===== src/rtl/mdr_sequencer_pkg.sv =====
// pkg_system_mdr: shared MDR op codes, widths, sequencer states and iteration counts.
package pkg_system_mdr;
    localparam int DW  = 16;
    localparam int DW2 = DW / 2;
    typedef enum logic [1:0] {MULT = 2'b00, DIV = 2'b01, ROOT = 2'b10} op_t;
    typedef enum logic [2:0] {IDLE, INIT, RUN, DONE, ERR} st_mdr_seq_state;
    // ROOT resolves two result bits per iteration, so it needs half the passes.
    function automatic int n_iter(input logic [1:0] op, input int dw = DW);
        return (op == ROOT) ? dw / 2 : dw;
    endfunction
endpackage


===== src/rtl/mdr_iter_cnt.sv =====
// mdr_iter_cnt: loadable down-counter with zero flag for the MDR sequencer.
module mdr_iter_cnt #(
    parameter int CW = 4
) (
    input  logic          clk,
    input  logic          rst,
    input  logic          load,
    input  logic          dec,
    input  logic [CW-1:0] ld_val,
    output logic [CW-1:0] value,
    output logic          zero
);
    always_ff @(posedge clk or negedge rst)
        if (!rst) value <= '0;
        else if (load) value <= ld_val;
        else if (dec) value <= value - CW'(1);
    assign zero = (value == '0);
endmodule


===== src/rtl/mdr_sequencer.sv =====
// mdr_sequencer: start/init/enable/done control for the MDR datapath.
// Define MDR_DIV0_CHECK_EN to reject DIV with a zero divisor through ERR.
module mdr_sequencer
    import pkg_system_mdr::*;
#(
    parameter int DW = 16,
    parameter int CW = $clog2(DW)
) (
    input  logic          clk,
    input  logic          rst,
    input  logic          i_start,
    input  logic [1:0]    i_op,
    input  logic [DW-1:0] i_divisor,
    output logic          o_ready,
    output logic          o_busy,
    output logic          o_init,
    output logic          o_enable,
    output logic [1:0]    o_op,
    output logic [CW-1:0] o_iter,
    output logic          o_last,
    output logic          o_done,
    output logic          o_err
);
    st_mdr_seq_state state, nxt;
    logic [1:0] op_q;
    logic bad, load, dec, zero;
`ifdef MDR_DIV0_CHECK_EN
    assign bad = (i_op == 2'b11) || (i_op == DIV && i_divisor == '0);
`else
    logic unused_div;
    assign unused_div = ^i_divisor;
    assign bad = (i_op == 2'b11);
`endif
    assign load = (state == IDLE) && i_start && !bad;
    // Hold at zero after the last pass so o_iter rests at 0 rather than wrapping.
    assign dec = (state == RUN) && !zero;
    mdr_iter_cnt #(.CW(CW)) u_cnt (
        .clk(clk), .rst(rst), .load(load), .dec(dec),
        .ld_val(CW'(n_iter(i_op, DW) - 1)), .value(o_iter), .zero(zero)
    );
    always_ff @(posedge clk or negedge rst)
        if (!rst) begin
            state <= IDLE;
            op_q  <= MULT;
        end else begin
            state <= nxt;
            if (load) op_q <= i_op;
        end
    always_comb begin
        nxt = state;
        case (state)
            IDLE:      nxt = !i_start ? IDLE : bad ? ERR : INIT;
            INIT:      nxt = RUN;
            RUN:       nxt = zero ? DONE : RUN;
            default:   nxt = IDLE;
        endcase
    end
    assign o_ready  = (state == IDLE);
    assign o_busy   = (state != IDLE);
    assign o_init   = (state == INIT);
    assign o_enable = (state == RUN);
    assign o_last   = (state == RUN) && zero;
    assign o_done   = (state == DONE) || (state == ERR);
    assign o_err    = (state == ERR);
    assign o_op     = op_q;
endmodule


===== config.mk =====
export PLATFORM = sky130hd
export DESIGN_NAME = mdr_sequencer
export DESIGN_NICKNAME = d
export VERILOG_FILES = /design/src/rtl/mdr_sequencer_pkg.sv /design/src/rtl/mdr_iter_cnt.sv /design/src/rtl/mdr_sequencer.sv
export SDC_FILE = /design/constraint.sdc
export NUM_CORES = 1
export LEC_CHECK = 0
export ABC_AREA = 1
export BUFFER_PORTS_ARGS = -buffer_cell sky130_fd_sc_hd__buf_2
export CORE_MARGIN = 2
export CORE_UTILIZATION = 30
export CTS_CLUSTER_DIAMETER = 30
export CTS_CLUSTER_SIZE = 30
export DETAILED_ROUTE_END_ITERATION = 16
export GPL_ROUTABILITY_DRIVEN = 0
export PLACE_DENSITY = 0.68
export SLEW_MARGIN = 30
export SYNTH_ARGS = -nofsm -noshare
export SYNTH_HDL_FRONTEND = slang
export SYNTH_SLANG_ARGS = --single-unit

===== constraint.sdc =====
create_clock -name clk -period 1.3 [get_ports clk]
set_input_delay 0.13 -clock clk [delete_from_list [all_inputs] [get_ports clk]]
set_output_delay 0.13 -clock clk [all_outputs]
set_load 0.02 [all_outputs]

==> results of run 1 <==
[power by group through the flow]
| stage | combinational (uW) | clock (uW) | sequential, uW |
|---|---|---|---|
| 3_3_place_gp | 1160 | 0 | 509 |
| 3_5_place_dp | 1190 | 0 | 515 |
| 6_report | 1500 | 205 | 531 |
| 5_1_grt | 1650 | 239 | 547 |
| 4_1_cts | 1420 | 220 | 527 |
| 2_1_floorplan | 722 | 0 | 617 |
[cells by family (layout without fill, tap and decap cells)]
| group | Yosys count | after routing |
|---|---|---|
| AO/OA/AOI/OAI | 7 | 7 |
| AND/OR/NAND/NOR | 38 | 38 |
| buffers and inverters | 11 | 41 |
| flip-flops | 9 | 9 |
| adder cells (fa/ha/maj) | 1 | 1 |
[cells in the mapped netlist]
library cell and n:
a21oi_1 1, dfrtp_1 9, ha_1 1, inv_1 9, inv_2 1, inv_4 1, nand2_1 19, nand2_2 2
nand2_4 1, nand3_1 5, nand4_1 1, nor2_1 6, nor2_2 1, nor2_4 1, nor3_2 1, o21ai_0 4
o21bai_1 1, o22ai_1 1, or2_2 1
[placed cells by master, fill, tap and decap left out]
| cell type | Yosys | layout |
|---|---|---|
| clkbuf_4 | 0 | 3 |
| buf_4 | 0 | 7 |
| nor2_4 | 1 | 2 |
| nor2_1 | 6 | 5 |
| nand2_1 | 19 | 16 |
| dlygate4sd3_1 | 0 | 1 |
| dfrtp_2 | 0 | 2 |
| nor3_4 | 0 | 1 |
| nand2_2 | 2 | 2 |
| o21bai_1 | 1 | 1 |
| dfrtp_1 | 9 | 7 |
| ha_4 | 0 | 1 |
| inv_4 | 1 | 2 |
| o21ai_0 | 4 | 3 |
| clkbuf_1 | 0 | 1 |
| inv_1 | 9 | 8 |
| nand2_4 | 1 | 4 |
| inv_2 | 1 | 1 |
| o22ai_2 | 0 | 1 |
| a21oi_2 | 0 | 1 |
| nand3_2 | 0 | 2 |
| buf_2 | 0 | 11 |
| nand3_1 | 5 | 3 |
| or2_4 | 0 | 1 |
| nor2_2 | 1 | 1 |
| nand4_1 | 1 | 1 |
| o21ai_1 | 0 | 1 |
| buf_6 | 0 | 7 |
[layer usage]
metal | GRT usage | share of wire | up-vias
met5 | 0 | 0 | -
met4 | 0.07059 | 0.015 | 0
met3 | 0.06000 | 0.055 | 2
met2 | 0.2200 | 0.53 | 14
met1 | 0.1450 | 0.40 | 233
li1 | - | - | 269
[registers in the layout, indices dropped and copies added, names as in the netlist]
signal / flops
state: 3
u_cnt.value: 4
o_op: 2
[path summary, 6_finish.rpt]
kind,endpoint,slack [ps],startpoint
worst min register to register,o_op[0],470,o_op[0]
worst max register to register,u_cnt.value[1],0,state[2]
worst max-delay path,o_last,-70,state[2]
min in group asynchronous,u_cnt.value[2],250,rst
max in group asynchronous,state[2],850,rst
worst min-delay path,o_op[0],100,i_op[0]
[stage by stage]
stage | util | area (um^2) | TNS [ps]
5_1_grt | 0.5333 | 822.0 | -808.8
3_5_place_dp | 0.4367 | 673.1 | -42.54
4_1_cts | 0.5041 | 777.0 | -261.6
3_3_place_gp | 0.4367 | 673.1 | -1.795
6_report | 0.5333 | 822.0 | -202.6
2_1_floorplan | - | 530.5 | -123.6
[worst min-delay path: stages]
cell     delay [ps]
buf_2            80
nand2_1          40
nand2_1          60
[layout make-up]
| cell class | instances | area, um^2 | area share |
|---|---|---|---|
| Clock buffer | 4 | 26.28 | 0.03196 |
| Inverter | 11 | 46.29 | 0.05632 |
| Multi-Input combinational cell | 46 | 305.3 | 0.3714 |
| Sequential cell | 9 | 227.7 | 0.2770 |
| Tap cell | 16 | 20.02 | 0.02435 |
| Timing Repair Buffer | 26 | 196.4 | 0.2390 |
[what timing repair did]
action,4_1_cts,5_1_grt
endpoints found under the setup margin,8,11
gates cloned,0,0
buffers inserted,2,1
pin swaps,4,4
resized for setup,18,10
hold buffers,1,0
endpoints found under the hold margin,9,0
==> summary.txt, run 1 <==
Run status
  • Run status: finished, violations left
  • Violations in the final reports: setup timing

Setup path
  • Total stage count of the critical path: 4
  • Slowest cell on the critical path: dfrtp_2
  • Data required, critical path: 1170 ps
  • CP endpoint kind: output port
  • Arrival time of the worst setup path: 1240 ps
  • Top delay family on crit path: flip-flops
  • Longest individual stage delay on the worst path: 440 ps
  • Largest fanout of any net on the critical path: 3
  • Worst path cell trace: nor3_4, inv_1, nor2_1, buf_4
  • Cell count of the worst reg-to-reg path: 6
  • Element type at the critical path start: flip-flop
  • Setup Crit Path Kind: flip-flop to output port
  • Buffering stage count on the worst path with inverters included: 2

Global routing
  • Tot GR Track Use: 0.1344
  • First-pass GRT wire length: 1828 um
  • Antenna violations before repair: 0
  • Pin count of the biggest net entering global routing: 10
  • Total congestion overflow after global routing: 0
  • Number of global-route vias before repair: 459

Logic synthesis
  • Average size of a mapped cell: 7.621 um^2
  • Post-synth top area share: 0.4478
  • Top cells by area, synth: dfrtp_1 (45%), nand2_1 (14%), inv_1 (6.7%)
  • Compound-cell area share of the yosys netlist: 0.07711
  • Yosys Warn Count: 0
  • Post-Synth Simple-Gate Area: 0.3632
  • Parity-gate share of the synthesized area counting xor and xnor cells: 0
  • Number of distinct library cells after synthesis: 19
  • Main combinational cell family by area after synthesis: simple AND/OR/NAND/NOR gates
  • Mapped Area: 503.0 um^2
  • Part of the Yosys area used for sequential elements: 0.4478
  • Post-synthesis cell count: 66
  • Adder-cell share of the synthesized area: 0.02488
  • Mux share of post-synthesis cell area: 0
  • Number of storage elements in the synthesis netlist: 9
  • Biggest area consumer among synthesized cells: dfrtp_1
  • Syn nets: 88

Clock tree
  • H-Tree Depth: 1
  • Clock-pin slew of the registers on the worst-case setup and hold paths: 60 ps
  • CTS root buffer: clkbuf_4
  • Clock tree from TritonCTS: yes
  • Number of buffers inserted during clock tree synthesis: 3
  • Number of sinks on the clock net: 9
  • Max Buffers Root-to-Sink: 2
  • Worst-Skew Late Latency: 250 ps

Layout
  • Post-layout nets: 119
  • Ant diodes: 0
  • Final cell count without fillers: 112
  • Layout-stage area growth over the synthesis result: 63.43%
  • Share of layout cells above drive strength 1: 0.5104
  • Fill cell count: 150

Detailed routing
  • Post-Route WL: 1146 um
  • Via count: 518
  • DRC: 0
  • Average via count per standard cell: 4.625
  • Number of detailed-routing iterations run before antenna repair: 4
  • Starting DRC count in detailed routing: 2
  • Antenna viol nets, final: 0
  • WL per Instance: 10.23 um

Hold path
  • Class of the most critical hold timing path: input port to flip-flop
  • Number of cells on the worst hold path: 3

Timing
  • RSZ-0062 raised after global routing: yes
  • Final setup skew: 3.021 ps
  • Final setup vio count: 5
  • Pin slew with the least headroom to its limit: 209.1 ps
  • Highest Clock Rate: 728.1 MHz
  • Relative slew slack: 0.8606
  • Post-route setup slack: -73.52 ps
  • Final Cycle Share: 1.057
  • Final Hold Fails: 0
  • Minimum clock period after layout: 1374 ps
  • WHS: 96.88 ps
  • Max-slew violation total from the final report: 0

Power
  • Net Sw Frac: 0.4667
  • Static leakage: 0.0004310 uW
  • Worst IR Drop VDD: 1239 uV
  • Sequential Power Share: 0.237
  • Final total power: 2238 uW
  • PD cells: 2723 nW/um^2
  • Relative contribution of the clock network to total power: 0.092
  • Internal power component: 1194 uW
  • Logic gate share of total power: 0.671
  • Switch Pwr: 1045 uW

Placement
  • Pre-CTS setup slack: -35.10 ps
  • Post-DP HPWL: 857.5 um
  • Count of placed standard cells including taps: 104
  • IO Port Bufs: 17

Job
  • Number of maximum-capacitance violations: 0

Die
  • Die Area: 2020 um^2
  • Row cnt: 14
  • Starting utilization of the core area: 0.3263
  • Core Footprint: 1541 um^2
  • I/O pin cnt: 34
  • Die Y-Extent: 44.95 um
  • X dimension of the die: 44.95 um
Power figures use the tool's default switching activity.
==> run 2, diff against run 1 <==
PLACE_DENSITY = 0.66   (was 0.68)
SETUP_SLACK_MARGIN = 0.4   (was not set)
clock period = 1.5 ns   (was 1.3 ns; I/O delays follow)
==> run 2 against run 1 <==
Net effect: the flow now finishes without violations; sequential share of layout area down 1.7 points; register-to-register slack better by 110 ps; clock power down 6%; non-clock buffer count up 6; first-iteration DRC count rose to 4.5 times the previous value; via count up 5.4%; total power down 4.6%; global-route usage up 1.5 points; highest routed layer unchanged; sequential power down 19%; die area unchanged.
==> summary.txt, run 2 (synthesis results as in run 1) <==
Run status
  • Run status: complete, no violations

Detailed routing
  • Average via count per standard cell: 4.627 (about the same)
  • Number of detailed-routing iterations run before antenna repair: 4 (unchanged)
  • Starting DRC count in detailed routing: 9 (+7)
  • DRC: 0 (unchanged)
  • WL per Instance: 11.26 um (+10%)
  • Antenna viol nets, final: 0 (unchanged)
  • Via count: 546 (+5.4%)
  • Post-Route WL: 1329 um (+16%)

Layout
  • Commonest non-fill, non-tap cells in the layout: nand2_1 (16), buf_4 (14), buf_6 (9)
  • Finished layout cell area: 870.8 um^2 (+5.9%)
  • Reg area: 226.5 um^2 (-0.55%)
  • Fill cell count: 160 (+6.7%)
  • Layout-stage area growth over the synthesis result: 73.13%
  • Final Util: 0.5649 (+0.03166)
  • Share of layout cells above drive strength 1: 0.5490 (+0.03860)
  • Most common cell after layout, fill and taps aside: nand2_1
  • Top reg by flops: u_cnt.value
  • Post-layout nets: 125 (+5.0%)
  • Max FFs per register: 4 (unchanged)
  • Ant diodes: 0 (unchanged)
  • Footprint of the multi-input gates: 296.5 um^2 (-2.9%)

Setup path
  • Worst path cell trace: buf_6, or2_4, o22ai_1, buf_4
  • Cell count of the worst reg-to-reg path: 10 (+4)
  • RR Endpoint: u_cnt.value[3]
  • Slowest cell on the critical path: dfrtp_1
  • Data required, critical path: 1350 ps (+180 ps)
  • Critical path launch point: state[0]
  • Setup Crit Path Kind: flip-flop to output port
  • Largest fanout of any net on the critical path: 3 (unchanged)
  • Critical path destination: o_done
  • CP endpoint kind: output port
  • Startpoint of the most critical register-to-register path: state[0]
  • Internal reg-to-reg setup slack: 110 ps (+110 ps)
  • Arrival time of the worst setup path: 1290 ps (+50 ps)
  • Element type at the critical path start: flip-flop
  • Longest individual stage delay on the worst path: 390 ps (-50 ps)

Timing
  • Final setup vio count: 0 (-5)
  • Minimum clock period after layout: 1442 ps
  • Relative slew slack: 0.8587 (-0.001899)
  • Final Hold Fails: 0 (unchanged)
  • Final Cycle Share: 0.9611
  • Total negative slack for setup checks: 0 ps (+202.6 ps)
  • Max-slew violation total from the final report: 0 (unchanged)
  • Pin slew with the least headroom to its limit: 211.3 ps (+2.162 ps)
  • Highest Clock Rate: 693.7 MHz
  • RSZ-0062 raised after global routing: yes
  • Final setup skew: 2.752 ps (-0.2692 ps)

Power
  • PD cells: 2453 nW/um^2 (-9.9%)
  • Final total power: 2136 uW (-4.6%)
  • Worst IR Drop VDD: 1146 uV (-7.5%)
  • Static leakage: 0.0004587 uW (+6.4%)

Global routing
  • Total congestion overflow after global routing: 0 (unchanged)
  • Antenna violations before repair: 0 (unchanged)
  • Tot GR Track Use: 0.1498 (+0.01531)
  • Pin count of the biggest net entering global routing: 10 (unchanged)
  • Number of global-route vias before repair: 553 (+20%)
  • First-pass GRT wire length: 2242 um (+23%)

Hold path
  • Class of the most critical hold timing path: input port to flip-flop

Clock tree
  • Number of buffers inserted during clock tree synthesis: 3 (unchanged)
  • H-Tree Depth: 1 (unchanged)
  • Worst-Skew Late Latency: 260 ps (about the same)
  • Max Buffers Root-to-Sink: 2 (unchanged)
  • CTS root buffer: clkbuf_4
  • Clock tree from TritonCTS: yes
  • Clock-pin slew of the registers on the worst-case setup and hold paths: 70 ps (about the same)
  • Number of sinks on the clock net: 9 (unchanged)

Die
  • X dimension of the die: 44.95 um (unchanged)
  • Die Y-Extent: 44.95 um (unchanged)
  • Die Area: 2020 um^2 (unchanged)
  • Core Footprint: 1541 um^2 (unchanged)
  • Starting utilization of the core area: 0.3263 (unchanged)
  • I/O pin cnt: 34 (unchanged)
  • Row cnt: 14 (unchanged)

Placement
  • Post-DP HPWL: 848.4 um (-1.1%)
  • IO Port Bufs: 17 (unchanged)
  • Cell area after placement: 665.6 um^2 (-1.1%)

Job
  • Number of maximum-capacitance violations: 0 (unchanged)
-- run 2: cell types whose count changed in the layout (fill, tap and decap cells not counted), sizes merged --
cell / previous run / this run
buf: 25 / 31
clkbuf: 4 / 3
clkinv: 0 / 1
-- run 2: worst min-delay path by stage --
stage	cells after the start	slack, ps	end	startpoint
floorplan	0	-150	o_op[0]	rst
global placement	1	10	u_cnt.value[0]	rst
detailed placement	1	10	u_cnt.value[1]	rst
CTS	3	110	state[2]	i_start
global route	3	110	state[2]	i_start
finish	3	110	state[2]	i_start
-- run 2: worst max-delay path: cells and delay by family (launching register included) --
kind / cells / cell delay [ps]
compound gates: 1 / 120
buf+inv: 2 / 290
flops: 1 / 390
simple gates: 1 / 230
-- run 2: cell type report --
| class | instances | area share |
|---|---|---|
| clock buffer | 3 | 0.02586 |
| clock inverter | 1 | 0.005747 |
| inverter | 11 | 0.05029 |
| multi-input combinational | 46 | 0.3405 |
| sequential | 9 | 0.2601 |
| tap | 16 | 0.02299 |
| timing repair buffer | 32 | 0.2945 |
-- run 2: per-layer routing --
layer | vias to the layer above | GRT usage | share of wire
met5 | - | 0 | 0
met4 | 0 | 0.03529 | 0.0060
met3 | 2 | 0.03600 | 0.043
met2 | 14 | 0.2714 | 0.54
met1 | 250 | 0.1763 | 0.41
li1 | 280 | - | -
-- run 2: report_power, final --
group          leakage (uW)  internal (uW)  switching (uW)
sequential         0.000110            352            76.9
clock             0.0000177           98.5            94.5
combinational      0.000331            709             805
-- run 2: repair_timing --
action | in CTS | in global routing
setup endpoints to repair | 14 | 16
pin swaps | 10 | 0
endpoints found under the hold margin | 9 | 0
resized for setup | 19 | 7
hold buffers | 1 | 0
buffers inserted | 10 | 3
-- run 2: stage by stage --
stage	hold WS, ps	worst slack, ps	instances
final	105.1	58.40	118
after global routing	110.5	-18.90	118
after CTS	108.1	47.52	115
after detailed placement	12.76	123.2	100
after global placement	10.04	156.8	100
after floorplan	-145.6	144.7	66
